## src/rtl/alu_iter_pkg.sv

```systemverilog
//==============================================================================
// Module      : alu_pkg
// Description : Opcode and state enums, default width and op-class helper
//               shared by the iterative ALU.
// Revision    : 1.0 - initial release
//==============================================================================
`default_nettype none

package alu_pkg;

    localparam int unsigned XLEN_DEFAULT = 32;

    typedef enum logic [4:0] {
        OP_ADD    = 5'd0,
        OP_SUB    = 5'd1,
        OP_AND    = 5'd2,
        OP_OR     = 5'd3,
        OP_XOR    = 5'd4,
        OP_SLL    = 5'd5,
        OP_SRL    = 5'd6,
        OP_SRA    = 5'd7,
        OP_SLT    = 5'd8,
        OP_SLTU   = 5'd9,
        OP_MUL    = 5'd10,
        OP_MULH   = 5'd11,
        OP_MULHSU = 5'd12,
        OP_MULHU  = 5'd13,
        OP_DIV    = 5'd14,
        OP_DIVU   = 5'd15,
        OP_REM    = 5'd16,
        OP_REMU   = 5'd17
    } alu_op_e;

    typedef enum logic [1:0] {
        IDLE = 2'd0,
        BUSY = 2'd1,
        DONE = 2'd2
    } alu_state_e;

    function automatic logic is_muldiv(input alu_op_e op);
        return (op >= OP_MUL) && (op <= OP_REMU);
    endfunction

endpackage

`default_nettype wire

```

## src/rtl/alu_iter_if.sv

```systemverilog
//==============================================================================
// Module      : alu_iter_if
// Description : Request/response handshake bundle of the iterative ALU.
// Revision    : 1.0 - initial release
//==============================================================================
`default_nettype none

interface alu_iter_if #(
    parameter int XLEN = 32
) ();

    logic            in_valid;
    logic            in_ready;
    logic [4:0]      alu_op;
    logic [XLEN-1:0] operand1;
    logic [XLEN-1:0] operand2;
    logic            out_valid;
    logic            out_ready;
    logic [XLEN-1:0] result;
    logic            illegal;

    modport master (
        output in_valid, alu_op, operand1, operand2, out_ready,
        input  in_ready, out_valid, result, illegal
    );

    modport slave (
        input  in_valid, alu_op, operand1, operand2, out_ready,
        output in_ready, out_valid, result, illegal
    );

endinterface

`default_nettype wire

```

## src/rtl/alu_muldiv_iter.sv

```systemverilog
//==============================================================================
// Module      : alu_muldiv_iter
// Description : Radix-2 shift-add multiplier / restoring divider on magnitudes,
//               one bit per cycle, sharing one working register and adder.
// Revision    : 1.0 - initial release
//==============================================================================
`default_nettype none

module alu_muldiv_iter
    import alu_pkg::*;
#(
    parameter int XLEN = XLEN_DEFAULT,
    parameter int CW   = $clog2(XLEN)
) (
    input  logic            clk,
    input  logic            rst_n,
    input  logic            start,
    input  alu_op_e         op,
    input  logic [XLEN-1:0] a,
    input  logic [XLEN-1:0] b,
    output logic            done,
    output logic [XLEN-1:0] res
);

    logic [2*XLEN-1:0] r_work;
    logic [XLEN-1:0]   r_m;
    logic [CW-1:0]     r_cnt;
    logic              r_run;
    logic              r_div;
    logic              r_hi_sel;
    logic              r_neg;

    logic              w_is_div;
    logic              w_na;
    logic              w_nb;
    logic [XLEN-1:0]   w_mag_a;
    logic [XLEN-1:0]   w_mag_b;
    logic              w_neg;
    logic [XLEN:0]     w_shift;
    logic [XLEN:0]     w_add_a;
    logic [XLEN:0]     w_add_b;
    logic [XLEN+1:0]   w_sum;
    logic [2*XLEN-1:0] w_nxt;
    logic [XLEN-1:0]   w_sel;
    logic              w_inc;

    // Entry fix-up: iterate on magnitudes, remember how to sign the result
    always_comb begin
        w_is_div = op inside {OP_DIV, OP_DIVU, OP_REM, OP_REMU};
        w_na     = (op inside {OP_MULH, OP_MULHSU, OP_DIV, OP_REM}) && a[XLEN-1];
        w_nb     = (op inside {OP_MULH, OP_DIV, OP_REM}) && b[XLEN-1];
        w_mag_a  = w_na ? (~a + 1'b1) : a;
        w_mag_b  = w_nb ? (~b + 1'b1) : b;
        case (op)
            OP_DIV, OP_DIVU: w_neg = (w_na ^ w_nb) && (b != '0);
            OP_REM, OP_REMU: w_neg = w_na;
            default:         w_neg = w_na ^ w_nb;
        endcase
    end

    // Division subtracts via inverted operand + carry-in; bit XLEN+1 is "no borrow"
    always_comb begin
        w_shift = {r_work[2*XLEN-1:XLEN], r_work[XLEN-1]};
        w_add_a = r_div ? w_shift : {1'b0, r_work[2*XLEN-1:XLEN]};
        w_add_b = r_div ? ~{1'b0, r_m} : {1'b0, (r_work[0] ? r_m : '0)};
        w_sum   = {1'b0, w_add_a} + {1'b0, w_add_b} + {{(XLEN+1){1'b0}}, r_div};
        if (r_div) begin
            w_nxt[2*XLEN-1:XLEN] = w_sum[XLEN+1] ? w_sum[XLEN-1:0] : w_shift[XLEN-1:0];
            w_nxt[XLEN-1:0]      = {r_work[XLEN-2:0], w_sum[XLEN+1]};
        end else begin
            w_nxt[2*XLEN-1:XLEN] = w_sum[XLEN:1];
            w_nxt[XLEN-1:0]      = {w_sum[0], r_work[XLEN-1:1]};
        end
    end

    // Exit fix-up on the final iteration's value; high-half negation borrows from the low half
    always_comb begin
        w_sel = r_hi_sel ? w_nxt[2*XLEN-1:XLEN] : w_nxt[XLEN-1:0];
        w_inc = (!r_div && r_hi_sel) ? (w_nxt[XLEN-1:0] == '0) : 1'b1;
        res   = r_neg ? (~w_sel + {{(XLEN-1){1'b0}}, w_inc}) : w_sel;
        done  = r_run && (r_cnt == '0);
    end

    always_ff @(posedge clk or negedge rst_n) begin
        if (!rst_n) begin
            r_work   <= '0;
            r_m      <= '0;
            r_cnt    <= '0;
            r_run    <= 1'b0;
            r_div    <= 1'b0;
            r_hi_sel <= 1'b0;
            r_neg    <= 1'b0;
        end else if (start) begin
            r_work   <= {{XLEN{1'b0}}, (w_is_div ? w_mag_a : w_mag_b)};
            r_m      <= w_is_div ? w_mag_b : w_mag_a;
            r_cnt    <= CW'(XLEN - 1);
            r_run    <= 1'b1;
            r_div    <= w_is_div;
            r_hi_sel <= op inside {OP_MULH, OP_MULHSU, OP_MULHU, OP_REM, OP_REMU};
            r_neg    <= w_neg;
        end else if (r_run) begin
            r_work <= w_nxt;
            if (r_cnt == '0) begin
                r_run <= 1'b0;
            end else begin
                r_cnt <= r_cnt - 1'b1;
            end
        end
    end

endmodule

`default_nettype wire

```

## src/rtl/alu_iter.sv

```systemverilog
//==============================================================================
// Module      : alu_iter
// Description : Handshaked ALU: RV32I ops in one cycle, RV32M ops iterative.
//               Define ALU_ITER_MULDIV_EN to build the multiply/divide unit.
// Revision    : 1.0 - initial release
//==============================================================================
`default_nettype none

module alu_iter
    import alu_pkg::*;
#(
    parameter int XLEN = XLEN_DEFAULT,
    parameter int SHW  = $clog2(XLEN)
) (
    input  logic     clk,
    input  logic     rst_n,
    alu_iter_if.slave bus
);

    alu_state_e      r_state;
    alu_state_e      w_state_nxt;
    alu_state_e      w_go_state;
    logic [XLEN-1:0] r_result;
    logic            r_illegal;

    alu_op_e         w_op;
    logic            w_accept;
    logic            w_md;
    logic [SHW-1:0]  w_shamt;
    logic [XLEN-1:0] w_sc_res;
    logic            w_sc_ill;

    assign w_op     = alu_op_e'(bus.alu_op);
    assign w_shamt  = bus.operand2[SHW-1:0];
    assign w_accept = bus.in_valid && bus.in_ready;

`ifdef ALU_ITER_MULDIV_EN
    logic            w_md_done;
    logic [XLEN-1:0] w_md_res;

    assign w_md       = is_muldiv(w_op);
    assign w_go_state = w_md ? BUSY : DONE;

    alu_muldiv_iter #(
        .XLEN (XLEN)
    ) u_muldiv (
        .clk   (clk),
        .rst_n (rst_n),
        .start (w_accept && w_md),
        .op    (w_op),
        .a     (bus.operand1),
        .b     (bus.operand2),
        .done  (w_md_done),
        .res   (w_md_res)
    );
`else
    assign w_md       = 1'b0;
    assign w_go_state = DONE;
`endif

    // M opcodes fall into default here; the iterative path overrides them when built
    always_comb begin
        w_sc_res = '0;
        w_sc_ill = 1'b0;
        case (w_op)
            OP_ADD:  w_sc_res = bus.operand1 + bus.operand2;
            OP_SUB:  w_sc_res = bus.operand1 - bus.operand2;
            OP_AND:  w_sc_res = bus.operand1 & bus.operand2;
            OP_OR:   w_sc_res = bus.operand1 | bus.operand2;
            OP_XOR:  w_sc_res = bus.operand1 ^ bus.operand2;
            OP_SLL:  w_sc_res = bus.operand1 << w_shamt;
            OP_SRL:  w_sc_res = bus.operand1 >> w_shamt;
            OP_SRA:  w_sc_res = $unsigned($signed(bus.operand1) >>> w_shamt);
            OP_SLT:  w_sc_res = {{(XLEN-1){1'b0}}, ($signed(bus.operand1) < $signed(bus.operand2))};
            OP_SLTU: w_sc_res = {{(XLEN-1){1'b0}}, (bus.operand1 < bus.operand2)};
            default: w_sc_ill = 1'b1;
        endcase
    end

    always_ff @(posedge clk or negedge rst_n) begin
        if (!rst_n) begin
            r_state <= IDLE;
        end else begin
            r_state <= w_state_nxt;
        end
    end

    always_comb begin
        w_state_nxt = r_state;
        case (r_state)
            IDLE: begin
                if (w_accept) w_state_nxt = w_go_state;
            end
`ifdef ALU_ITER_MULDIV_EN
            BUSY: begin
                if (w_md_done) w_state_nxt = DONE;
            end
`endif
            DONE: begin
                if (w_accept)           w_state_nxt = w_go_state;
                else if (bus.out_ready) w_state_nxt = IDLE;
            end
            default: w_state_nxt = IDLE;
        endcase
    end

    always_comb begin
        bus.out_valid = (r_state == DONE);
        bus.in_ready  = (r_state == IDLE) || ((r_state == DONE) && bus.out_ready);
    end

    // Result only moves on accept or completion, so it holds while stalled in DONE
    always_ff @(posedge clk or negedge rst_n) begin
        if (!rst_n) begin
            r_result  <= '0;
            r_illegal <= 1'b0;
        end else if (w_accept && !w_md) begin
            r_result  <= w_sc_res;
            r_illegal <= w_sc_ill;
        end
`ifdef ALU_ITER_MULDIV_EN
        else if ((r_state == BUSY) && w_md_done) begin
            r_result  <= w_md_res;
            r_illegal <= 1'b0;
        end
`endif
    end

    assign bus.result  = r_result;
    assign bus.illegal = r_illegal;

endmodule

`default_nettype wire
```

## src/flat_wrapper.sv

```systemverilog
// flat-port wrapper written by rule: the top's interface ports become plain ports
module alu_iter_flat import alu_pkg::*;
#(
    parameter int XLEN = XLEN_DEFAULT,
    parameter int SHW  = $clog2(XLEN)
)
  (clk, rst_n, bus_in_valid, bus_alu_op, bus_operand1, bus_operand2, bus_out_ready, bus_in_ready, bus_out_valid, bus_result, bus_illegal);
  alu_iter_if #(.XLEN(XLEN)) bus_i ();
  input  logic clk;
  input  logic rst_n;
  input wire logic [$bits(bus_i.in_valid)-1:0] bus_in_valid;
  input wire logic [$bits(bus_i.alu_op)-1:0] bus_alu_op;
  input wire logic [$bits(bus_i.operand1)-1:0] bus_operand1;
  input wire logic [$bits(bus_i.operand2)-1:0] bus_operand2;
  input wire logic [$bits(bus_i.out_ready)-1:0] bus_out_ready;
  output wire logic [$bits(bus_i.in_ready)-1:0] bus_in_ready;
  output wire logic [$bits(bus_i.out_valid)-1:0] bus_out_valid;
  output wire logic [$bits(bus_i.result)-1:0] bus_result;
  output wire logic [$bits(bus_i.illegal)-1:0] bus_illegal;
  assign bus_i.in_valid = bus_in_valid;
  assign bus_i.alu_op = bus_alu_op;
  assign bus_i.operand1 = bus_operand1;
  assign bus_i.operand2 = bus_operand2;
  assign bus_i.out_ready = bus_out_ready;
  assign bus_in_ready = bus_i.in_ready;
  assign bus_out_valid = bus_i.out_valid;
  assign bus_result = bus_i.result;
  assign bus_illegal = bus_i.illegal;
  alu_iter #(.XLEN(XLEN), .SHW(SHW)) u_core (.clk(clk), .rst_n(rst_n), .bus(bus_i));
endmodule
```

## config.mk

```make
export PLATFORM = sky130hd
export DESIGN_NAME = alu_iter_flat
export DESIGN_NICKNAME = d
export VERILOG_FILES = /design/src/rtl/alu_iter_pkg.sv /design/src/rtl/alu_iter_if.sv /design/src/rtl/alu_muldiv_iter.sv /design/src/rtl/alu_iter.sv /design/src/flat_wrapper.sv
export SDC_FILE = /design/constraint.sdc
export NUM_CORES = 1
export LEC_CHECK = 0
export ABC_AREA = 1
export ABC_CLOCK_PERIOD_IN_PS = 1250
export CAP_MARGIN = 10
export CORE_ASPECT_RATIO = 1.25
export CORE_MARGIN = 4
export CORE_UTILIZATION = 61
export CTS_CLUSTER_DIAMETER = 80
export CTS_CLUSTER_SIZE = 20
export DETAILED_ROUTE_END_ITERATION = 6
export GPL_TIMING_DRIVEN = 1
export HOLD_SLACK_MARGIN = 0.15
export PLACE_DENSITY = 0.84
export SLEW_MARGIN = 10
export SYNTH_ARGS = -nofsm -noshare
export SYNTH_HDL_FRONTEND = slang
export SYNTH_SLANG_ARGS = --single-unit
```

## constraint.sdc

```tcl
create_clock -name clk -period 1.25 [get_ports clk]
set_input_delay 0.125 -clock clk [delete_from_list [all_inputs] [get_ports clk]]
set_output_delay 0.125 -clock clk [all_outputs]
set_load 0.01 [all_outputs]
```

==> results.tsv, run 1 <==
stage	metric	value	unit
run_status	outcome	did not finish	
run_status	stop_stage	clock tree synthesis (4_1_cts)	
run_status	firstError	[ERROR DPL-0038] Utilization greater than 100%, impossible to legalize	
logic_synthesis	async_reset_ff_frac	1.00	
die	die_w	131	um
logic_synthesis	synth.cell_area	0.0116	mm^2
placement	finalWeightedCongestion	1.26	
clocking	cts_resized	1248	
placement	pre_cts_slack	-1630	ps
clocking	root_buffer	clkbuf_16	
clocking	cts_setup_buffers	91	
logic_synthesis	yosys-top-cells-area	nand2_1 27%, nand3_1 19%, ha_1 11%	
logic_synthesis	ys.flop_type	dfrtp_1	
logic_synthesis	synth_common_cells	838 x nand2_1, 433 x nand3_1, 308 x inv_1	
logic_synthesis	syn_nets	2454	
logic_synthesis	yosys.cell_count.top_type	nand2_1	
die	floorplan.initialDensity	0.617	
placement	post-dp-hpwl	50.0	mm
clocking	hold_buffers	0	
placement	io_buffers	107	
logic_synthesis	ys_seq_area_frac	0.0737	
logic_synthesis	yosysWarnings	0	
logic_synthesis	yosys.area.top_type_share	0.272	
placement	dpl-instance-area	0.0159	mm^2
clocking	clock_sinks	34	
logic_synthesis	synth_top_area_cell	nand2_1	
die	die_h	162	um
clocking	cts_buffer_depth	2	
die	io_pins	108	
logic_synthesis	synth_edf_count	0	
logic_synthesis	yosysUniqueCellTypes	45	
clocking	numCtsBuffers	5	
clocking	h-tree-depth	2	
logic_synthesis	postSynthCellCount	2281	
logic_synthesis	synth.avg_cell_area	5.06	um^2
logic_synthesis	ys_ff_latch	34	
die	rows	56	
-- logic make-up after synthesis --
group	after synthesis	share of synthesized area
flops	34	0.0737
compound gates	184	0.0903
simple gates	1540	0.571
buf+inv	418	0.151
mux	3	0.00260
xor+xnor	2	0.00152
fa+ha+maj	100	0.110
-- metrics by stage --
| step | hold slack, ps | util | instances |
|---|---|---|---|
| after floorplan | -171 | - | 2281 |
| after global placement | 458 | 0.852 | 2949 |
| after detailed placement | 466 | 0.852 | 2949 |
==> run 2, diff against run 1 <==
--- a/config.mk
+++ b/config.mk
@@ -8,15 +8,11 @@
 export ABC_AREA = 1
 export ABC_CLOCK_PERIOD_IN_PS = 1250
 export CAP_MARGIN = 10
-export CORE_ASPECT_RATIO = 1.25
 export CORE_MARGIN = 4
-export CORE_UTILIZATION = 61
-export CTS_CLUSTER_DIAMETER = 80
-export CTS_CLUSTER_SIZE = 20
+export CORE_UTILIZATION = 40
 export DETAILED_ROUTE_END_ITERATION = 6
 export GPL_TIMING_DRIVEN = 1
-export HOLD_SLACK_MARGIN = 0.15
-export PLACE_DENSITY = 0.84
+export PLACE_DENSITY_LB_ADDON = 0.15
 export SLEW_MARGIN = 10
 export SYNTH_ARGS = -nofsm -noshare
 export SYNTH_HDL_FRONTEND = slang
==> results.tsv, run 2 <==
stage	metric	value	unit
grt	grt_util_met2	0.709	
grt	grt_first_pass_wirelength	106	mm
routing	detail-route-antenna-nets	0	
final_layout	nNetsFinal	3087	
worst_setup_path	crit_path_end_kind	flop	
worst_setup_path	arrival	2020	ps
worst_setup_path	cp_data_required_time	1430	ps
worst_setup_path	crit_type	in2reg	
worst_setup_path	cp_num_buf_inv	6	
timing	slew_headroom	0.666	
timing	period_needed	1840	ps
logic_synthesis	synth.mux.area_fraction	0.00260	
logic_synthesis	postSynthCellCount	2281	
logic_synthesis	yosys.area.top_type_share	0.272	
timing	fmax	544	MHz
logic_synthesis	synth.avg_cell_area	5.06	um^2
clocking	cts_tree	done	
logic_synthesis	async_reset_ff_frac	1.00	
worst_setup_path	cpMostUsedCell	nand2_1	
clocking	clk_latency	300	ps
die	rows	61	
timing	fin_setup_tns	-15580	ps
logic_synthesis	ys_seq_area_frac	0.0737	
die	core_area	0.0282	mm^2
clocking	clock_sinks	34	
logic_synthesis	yosys.area_share.simple	0.571	
worst_setup_path	cpMaxStageDelayCell	ha_4	
power	power	12.1	mW
job	cap_violations	0	
grt	antenna_found_initial	2	
clocking	root_buffer	clkbuf_16	
final_layout	largest_reg_flops	32	
worst_setup_path	cp_max_fo	4	
logic_synthesis	syn_nets	2454	
placement	pre_cts_slack	-1730	ps
placement	io_buffers	107	
worst_setup_path	critical-path-top-delay-family	simple AND/OR/NAND/NOR gates	
logic_synthesis	yosysUniqueCellTypes	45	
run_status	outcome	finished with violations	
logic_synthesis	synth_common_cells	838 x nand2_1, 433 x nand3_1, 308 x inv_1	
placement	post-dp-hpwl	56.6	mm
routing	avgRoutedWirePerCell	23.2	um
die	die_h	178	um
routing	dr_total_vias	19361	
logic_synthesis	synth_top_area_cell	nand2_1	
final_layout	num-fill-cells	2171	
routing	vias_per_cell	5.88	
routing	wl	76.3	mm
worst_setup_path	startpoint_type	primary input	
clocking	numCtsBuffers	5	
final_layout	multi_input_area	0.0123	mm^2
final_layout	layout-drive-gt1-share	0.482	
run_status	violations	DRC, setup timing	
logic_synthesis	synth-xor-area-share	0.00152	
logic_synthesis	synth_fa_ha_area_frac	0.110	
final_layout	seqCellArea	853	um^2
power	cellLeakagePower	11.3	nW
grt	grt_pass1_vias	18280	
timing	holdWs	116	ps
logic_synthesis	ys.flop_type	dfrtp_1	
logic_synthesis	yosysWarnings	0	
die	io_pins	108	
routing	drt_iter0_markers	2426	
logic_synthesis	synth_edf_count	0	
grt	grtUsageTotal	0.441	
die	floorplan.initialDensity	0.410	
timing	drv_slew	0	
die	die_w	178	um
clocking	hold_buffers	0	
clocking	clkTransAtPathRegs	60	ps
power	p_per_area	567	mW/mm^2
worst_setup_path	crit_path_cell_trace	buf_6 > inv_4 > ha_4 > buf_6 > inv_1 > nand2_1 > nand2_2 > buf_4 > nand2_2 > nand2_4 > buf_4 > nand2_1 > nand2_1 > nand2_2 > nand4_1 > nand3_2 > nand3_2 > nand2_1 > nand2_1	
logic_synthesis	synth.cell_area	0.0116	mm^2
timing	grt_setup_unrepaired	yes	
grt	met1_usage	0.544	
worst_hold_path	hp-class	in2reg	
placement	finalWeightedCongestion	1.05	
timing	final.setup.worst_slack	-588	ps
timing	worstMarginPinSlew	501	ps
timing	setup_viol	32	
grt	grt_busiest_layer	met2	
routing	drt-pass1-iter-count	7	
logic_synthesis	synth_top_family_by_area	simple AND/OR/NAND/NOR gates	
grt	grtUsageMet3	0.0927	
timing	finClkSkew	15.2	ps
logic_synthesis	yosys.cell_count.top_type	nand2_1	
logic_synthesis	synth_compound_area_frac	0.0903	
final_layout	final_common_cell	nand2_1	
timing	period_share	1.47	
final_layout	final_cell_mix	594 x nand2_1, 497 x buf_4, 335 x nand3_1	
final_layout	syn_to_final_growth	84.9	%
timing	finalHoldViolations	0	
clocking	cts_buffer_depth	2	
clocking	h-tree-depth	2	
grt	grt_max_degree	58	
logic_synthesis	ys_ff_latch	34	
worst_setup_path	cp_slowest_stage_delay	310	ps
routing	drcViolationCount	1	
power	vdd.ir_drop.worst	0.496	mV
logic_synthesis	yosys-top-cells-area	nand2_1 27%, nand3_1 19%, ha_1 11%	
die	die_area	0.0317	mm^2
grt	grt_overflow_total	0	
==> run 2: cell counts after synthesis <==
No cell type changed its count.
==> run 2: path summary, 6_finish.rpt <==
check	start	to	slack, ps	cells after the start
setup / recovery	bus_operand2[11]	u_core.bus.result[26]	-590	19
hold / removal	bus_alu_op[3]	u_core.bus.illegal	120	3
setup reg to reg	u_core.r_state[1]	u_core.bus.result[7]	-10	7
hold reg to reg	u_core.bus.result[31]	u_core.bus.result[31]	480	2
max in group asynchronous	rst_n	u_core.bus.result[17]	790	2
min in group asynchronous	rst_n	u_core.bus.result[28]	210	2
==> run 2: through the flow <==
| step | cell area (um^2) | utilization | instances |
|---|---|---|---|
| 4_1_cts | 19800 | 0.702 | 3254 |
| 6_report | 21400 | 0.758 | 3294 |
| 3_5_place_dp | 16700 | 0.592 | 3172 |
| 5_1_grt | 21400 | 0.758 | 3294 |
| 3_3_place_gp | 16700 | 0.592 | 3172 |
| 2_1_floorplan | 11800 | - | 2281 |
==> run 2: report_power, final <==
| part | leakage [nW] | switching [mW] | total, mW | internal [mW] |
|---|---|---|---|---|
| Combinational | 10.8 | 5.42 | 9.38 | 3.96 |
| Clock | 0.0739 | 0.599 | 1.39 | 0.795 |
| Sequential | 0.451 | 0.114 | 1.34 | 1.22 |
| Total | 11.3 | 6.13 | 12.1 | 5.98 |
==> run 2: what timing repair did <==
item | 4_1_cts | 5_1_grt
gates resized for setup | 1044 | 345
gates cloned | 3 | 2
buffers inserted | 72 | 41
pin swaps | 206 | 189
setup endpoints to repair | 67 | 33
==> run 2: cell families (layout without fill, tap and decap cells) <==
| family | Yosys count | after routing |
|---|---|---|
| buf+inv | 418 | 1052 |
| fa+ha+maj | 100 | 100 |
| other cells | 0 | 1 |
| mux | 3 | 3 |
| simple gates | 1540 | 1540 |
| xor+xnor | 2 | 2 |
| compound gates | 184 | 184 |
| flops | 34 | 34 |
==> run 2: tightest hold or removal path, stage by stage <==
cell     delay (ps)
buf_6           100
o21ai_0          70
a31oi_1          80
==> run 2: layout make-up <==
cell class,count,area share
clock buffer,7,0.00668
tap,378,0.0221
inverter,321,0.0630
timing repair buffer,723,0.294
sequential,34,0.0400
antenna,1,0.000117
clock inverter,1,0.000234
multi-input combinational,1829,0.574
==> run 2: per-layer routing <==
layer | vias up | share of wire
li1 | 8582 | -
met1 | 8969 | 0.36
met2 | 1386 | 0.43
met3 | 420 | 0.12
met4 | 4 | 0.084
met5 | - | 0.00067
Power figures use the tool's default switching activity.
==> run 3, diff against run 2 <==
--- a/config.mk
+++ b/config.mk
@@ -13,7 +13,9 @@
 export DETAILED_ROUTE_END_ITERATION = 6
 export GPL_TIMING_DRIVEN = 1
 export PLACE_DENSITY_LB_ADDON = 0.15
+export SKIP_LAST_GASP = 1
 export SLEW_MARGIN = 10
 export SYNTH_ARGS = -nofsm -noshare
 export SYNTH_HDL_FRONTEND = slang
+export SYNTH_HIERARCHICAL = 1
 export SYNTH_SLANG_ARGS = --single-unit
==> results.tsv, run 3 <==
stage	metric	value	unit
worst_hold_path	whs_endpoint	u_core/bus.illegal	
grt	grt_first_pass_wirelength	105	mm
worst_setup_path	crit_path_end_kind	flop	
grt	grt_pass1_vias	18184	
run_status	violations	DRC, setup timing	
timing	finalHoldViolations	0	
routing	vias_per_cell	6.05	
die	core_area	0.0286	mm^2
worst_hold_path	hp-start	bus_alu_op[1]	
power	cellLeakagePower	11.4	nW
timing	slew_headroom	0.604	
clocking	clk_latency	300	ps
final_layout	layout-drive-gt1-share	0.502	
clocking	h-tree-depth	2	
final_layout	nNetsFinal	3058	
power	power	12.2	mW
die	floorplan.initialDensity	0.404	
timing	grt_setup_unrepaired	yes	
power	p_per_area	565	mW/mm^2
timing	drv_slew	0	
worst_setup_path	cp_slowest_stage_delay	430	ps
final_layout	final_common_cell	nand2_1	
routing	wl	80.4	mm
power	vdd.ir_drop.worst	0.505	mV
clocking	clkTransAtPathRegs	70	ps
placement	finalWeightedCongestion	1.08	
worst_setup_path	cp_data_required_time	1440	ps
worst_setup_path	crit_path_cell_trace	buf_4 > inv_4 > ha_4 > nand2_4 > nor2_4 > nand2_2 > nor2_1 > nand2_1 > nand3_1 > nand2_1 > nand3_1 > nand2_2 > o21ai_1 > nand2_1	
clocking	clock_sinks	34	
logic_synthesis	postSynthCellCount	2274	
timing	fmax	461	MHz
placement	dp_cells	3137	
die	die_area	0.0317	mm^2
worst_setup_path	arrival	2360	ps
logic_synthesis	synth_edf_count	0	
timing	finClkSkew	8.56	ps
final_layout	final_util	0.756	
logic_synthesis	yosys.area.top_type_share	0.269	
die	io_pins	108	
worst_setup_path	worstReg2RegStart	u_core/r_state[1]	
worst_setup_path	cpMostUsedCell	nand2_1	
logic_synthesis	synth_common_cells	829 x nand2_1, 433 x nand3_1, 292 x inv_1	
final_layout	syn_to_final_growth	87.0	%
logic_synthesis	yosysUniqueCellTypes	45	
placement	io_buffers	107	
die	die_w	178	um
worst_setup_path	cp_max_fo	8	
worst_setup_path	cpMaxStageDelayCell	ha_4	
logic_synthesis	yosysWarnings	6	
grt	grt_max_degree	67	
final_layout	finalInstanceArea	0.0216	mm^2
worst_setup_path	startpoint_type	primary input	
placement	dpl-instance-area	0.0165	mm^2
logic_synthesis	ys_ff_latch	34	
routing	avgRoutedWirePerCell	24.6	um
logic_synthesis	yosys.cell_count.top_type	nand2_1	
routing	dr_total_vias	19797	
die	die_h	178	um
logic_synthesis	synth_top_area_cell	nand2_1	
final_layout	final_cell_mix	559 x nand2_1, 477 x buf_4, 322 x nand3_1	
logic_synthesis	yosys-top-cells-area	nand2_1 27%, nand3_1 19%, ha_1 11%	
timing	period_share	1.74	
grt	grtUsageTotal	0.438	
worst_setup_path	reg2regPathDepth	7	
timing	worstMarginPinSlew	593	ps
placement	post-dp-hpwl	54.3	mm
worst_setup_path	r2r_slack	-50	ps
die	rows	62	
logic_synthesis	syn_nets	2448	
clocking	cts_tree	done	
routing	drcViolationCount	2	
grt	grt_overflow_total	0	
logic_synthesis	synth.cell_area	0.0116	mm^2
worst_hold_path	whs_path_depth	4	
clocking	cts_buffer_depth	2	
timing	setup_viol	32	
logic_synthesis	async_reset_ff_frac	1.00	
timing	final.setup.worst_slack	-920	ps
timing	period_needed	2170	ps
worst_setup_path	reg2reg_to	u_core/bus.result[3]	
run_status	outcome	finished with violations	
routing	drt-pass1-iter-count	7	
clocking	numCtsBuffers	5	
worst_setup_path	crit_type	in2reg	
logic_synthesis	synth.avg_cell_area	5.09	um^2
logic_synthesis	ys_seq_area_frac	0.0735	
placement	pre_cts_slack	-1530	ps
grt	antenna_found_initial	3	
routing	detail-route-antenna-nets	0	
job	cap_violations	0	
routing	drt_iter0_markers	2353	
final_layout	num-fill-cells	2133	
final_layout	largest_reg_flops	32	
final_layout	fin_cells	3270	
worst_hold_path	hp-class	in2reg	
clocking	root_buffer	clkbuf_16	
logic_synthesis	ys.flop_type	dfrtp_1	
-- run 3: cell types whose count changed in the layout (fill, tap and decap cells not counted), moves of 10 or more --
cell	before	now
nand3_1	335	322
nand2_1	594	559
nor2_4	59	75
nor2_1	84	69
buf_4	497	477
nand3_2	69	92
buf_6	124	108
nand2_2	169	192
nand3_4	30	20
inv_1	191	181
-- run 3: logic make-up after synthesis --
| family | share of synthesized area |
|---|---|
| buf+inv | 0.147 |
| compound gates | 0.0948 |
| xor+xnor | 0.00303 |
| simple gates | 0.571 |
| fa+ha+maj | 0.111 |
| flops | 0.0735 |
-- run 3: where the power goes --
group	total, mW	switching (mW)	internal (mW)
registers	1.30	0.0861	1.22
clock network	1.32	0.592	0.724
logic	9.61	5.62	3.99
total	12.2	6.29	5.93
-- run 3: critical path: cells and delay by family --
family | cells | cell delay, ps
buf+inv | 2 | 160
compound gates | 1 | 190
simple gates | 10 | 1430
fa+ha+maj | 1 | 430
-- run 3: cell type report --
cell class	instances	area, um^2	share of cell area
Sequential cell	34	853	0.0394
Antenna cell	2	5.00	0.000231
Clock buffer	5	125	0.00578
Timing Repair Buffer	699	6260	0.290
Multi-Input combinational cell	1834	12600	0.582
Tap cell	384	480	0.0222
Inverter	310	1300	0.0600
Clock inverter	2	10.0	0.000463
-- run 3: per-layer routing --
layer,GRT usage,wire length [um],vias to the layer above
met5,0,184,-
met4,0.244,7430,6
met3,0.105,10800,594
met2,0.707,34000,1524
met1,0.534,28100,9154
li1,-,-,8519
-- run 3: metrics by stage --
step                hold slack (ps)  setup TNS, ps
floorplan                      -171         -15100
global placement                222         -45090
detailed placement              231         -45780
CTS                             270         -12920
global route                    318         -20750
finish                          269         -19660
-- run 3: worst max-delay path by stage --
| stage | startpoint | endpoint | cells past startpoint |
|---|---|---|---|
| 3_3_place_gp | bus_operand1[7] | u_core/bus.result[24] | 16 |
| 5_1_grt | bus_operand2[9] | u_core/bus.result[21] | 14 |
| 2_1_floorplan | bus_operand2[1] | u_core/bus.result[20] | 17 |
| 4_1_cts | bus_operand1[0] | u_core/bus.result[6] | 16 |
| 3_5_place_dp | bus_operand1[8] | u_core/bus.result[13] | 14 |
| 6_report | bus_operand1[9] | u_core/bus.result[21] | 14 |
-- run 3: repair_timing --
item                       in CTS  in global routing
hold buffers                    1                  0
hold endpoints to repair       34                  0
buffers inserted               85                 42
gates resized for setup      1126                331
setup endpoints to repair      67                 34
pin swaps                     301                202
gates cloned                    5                  1
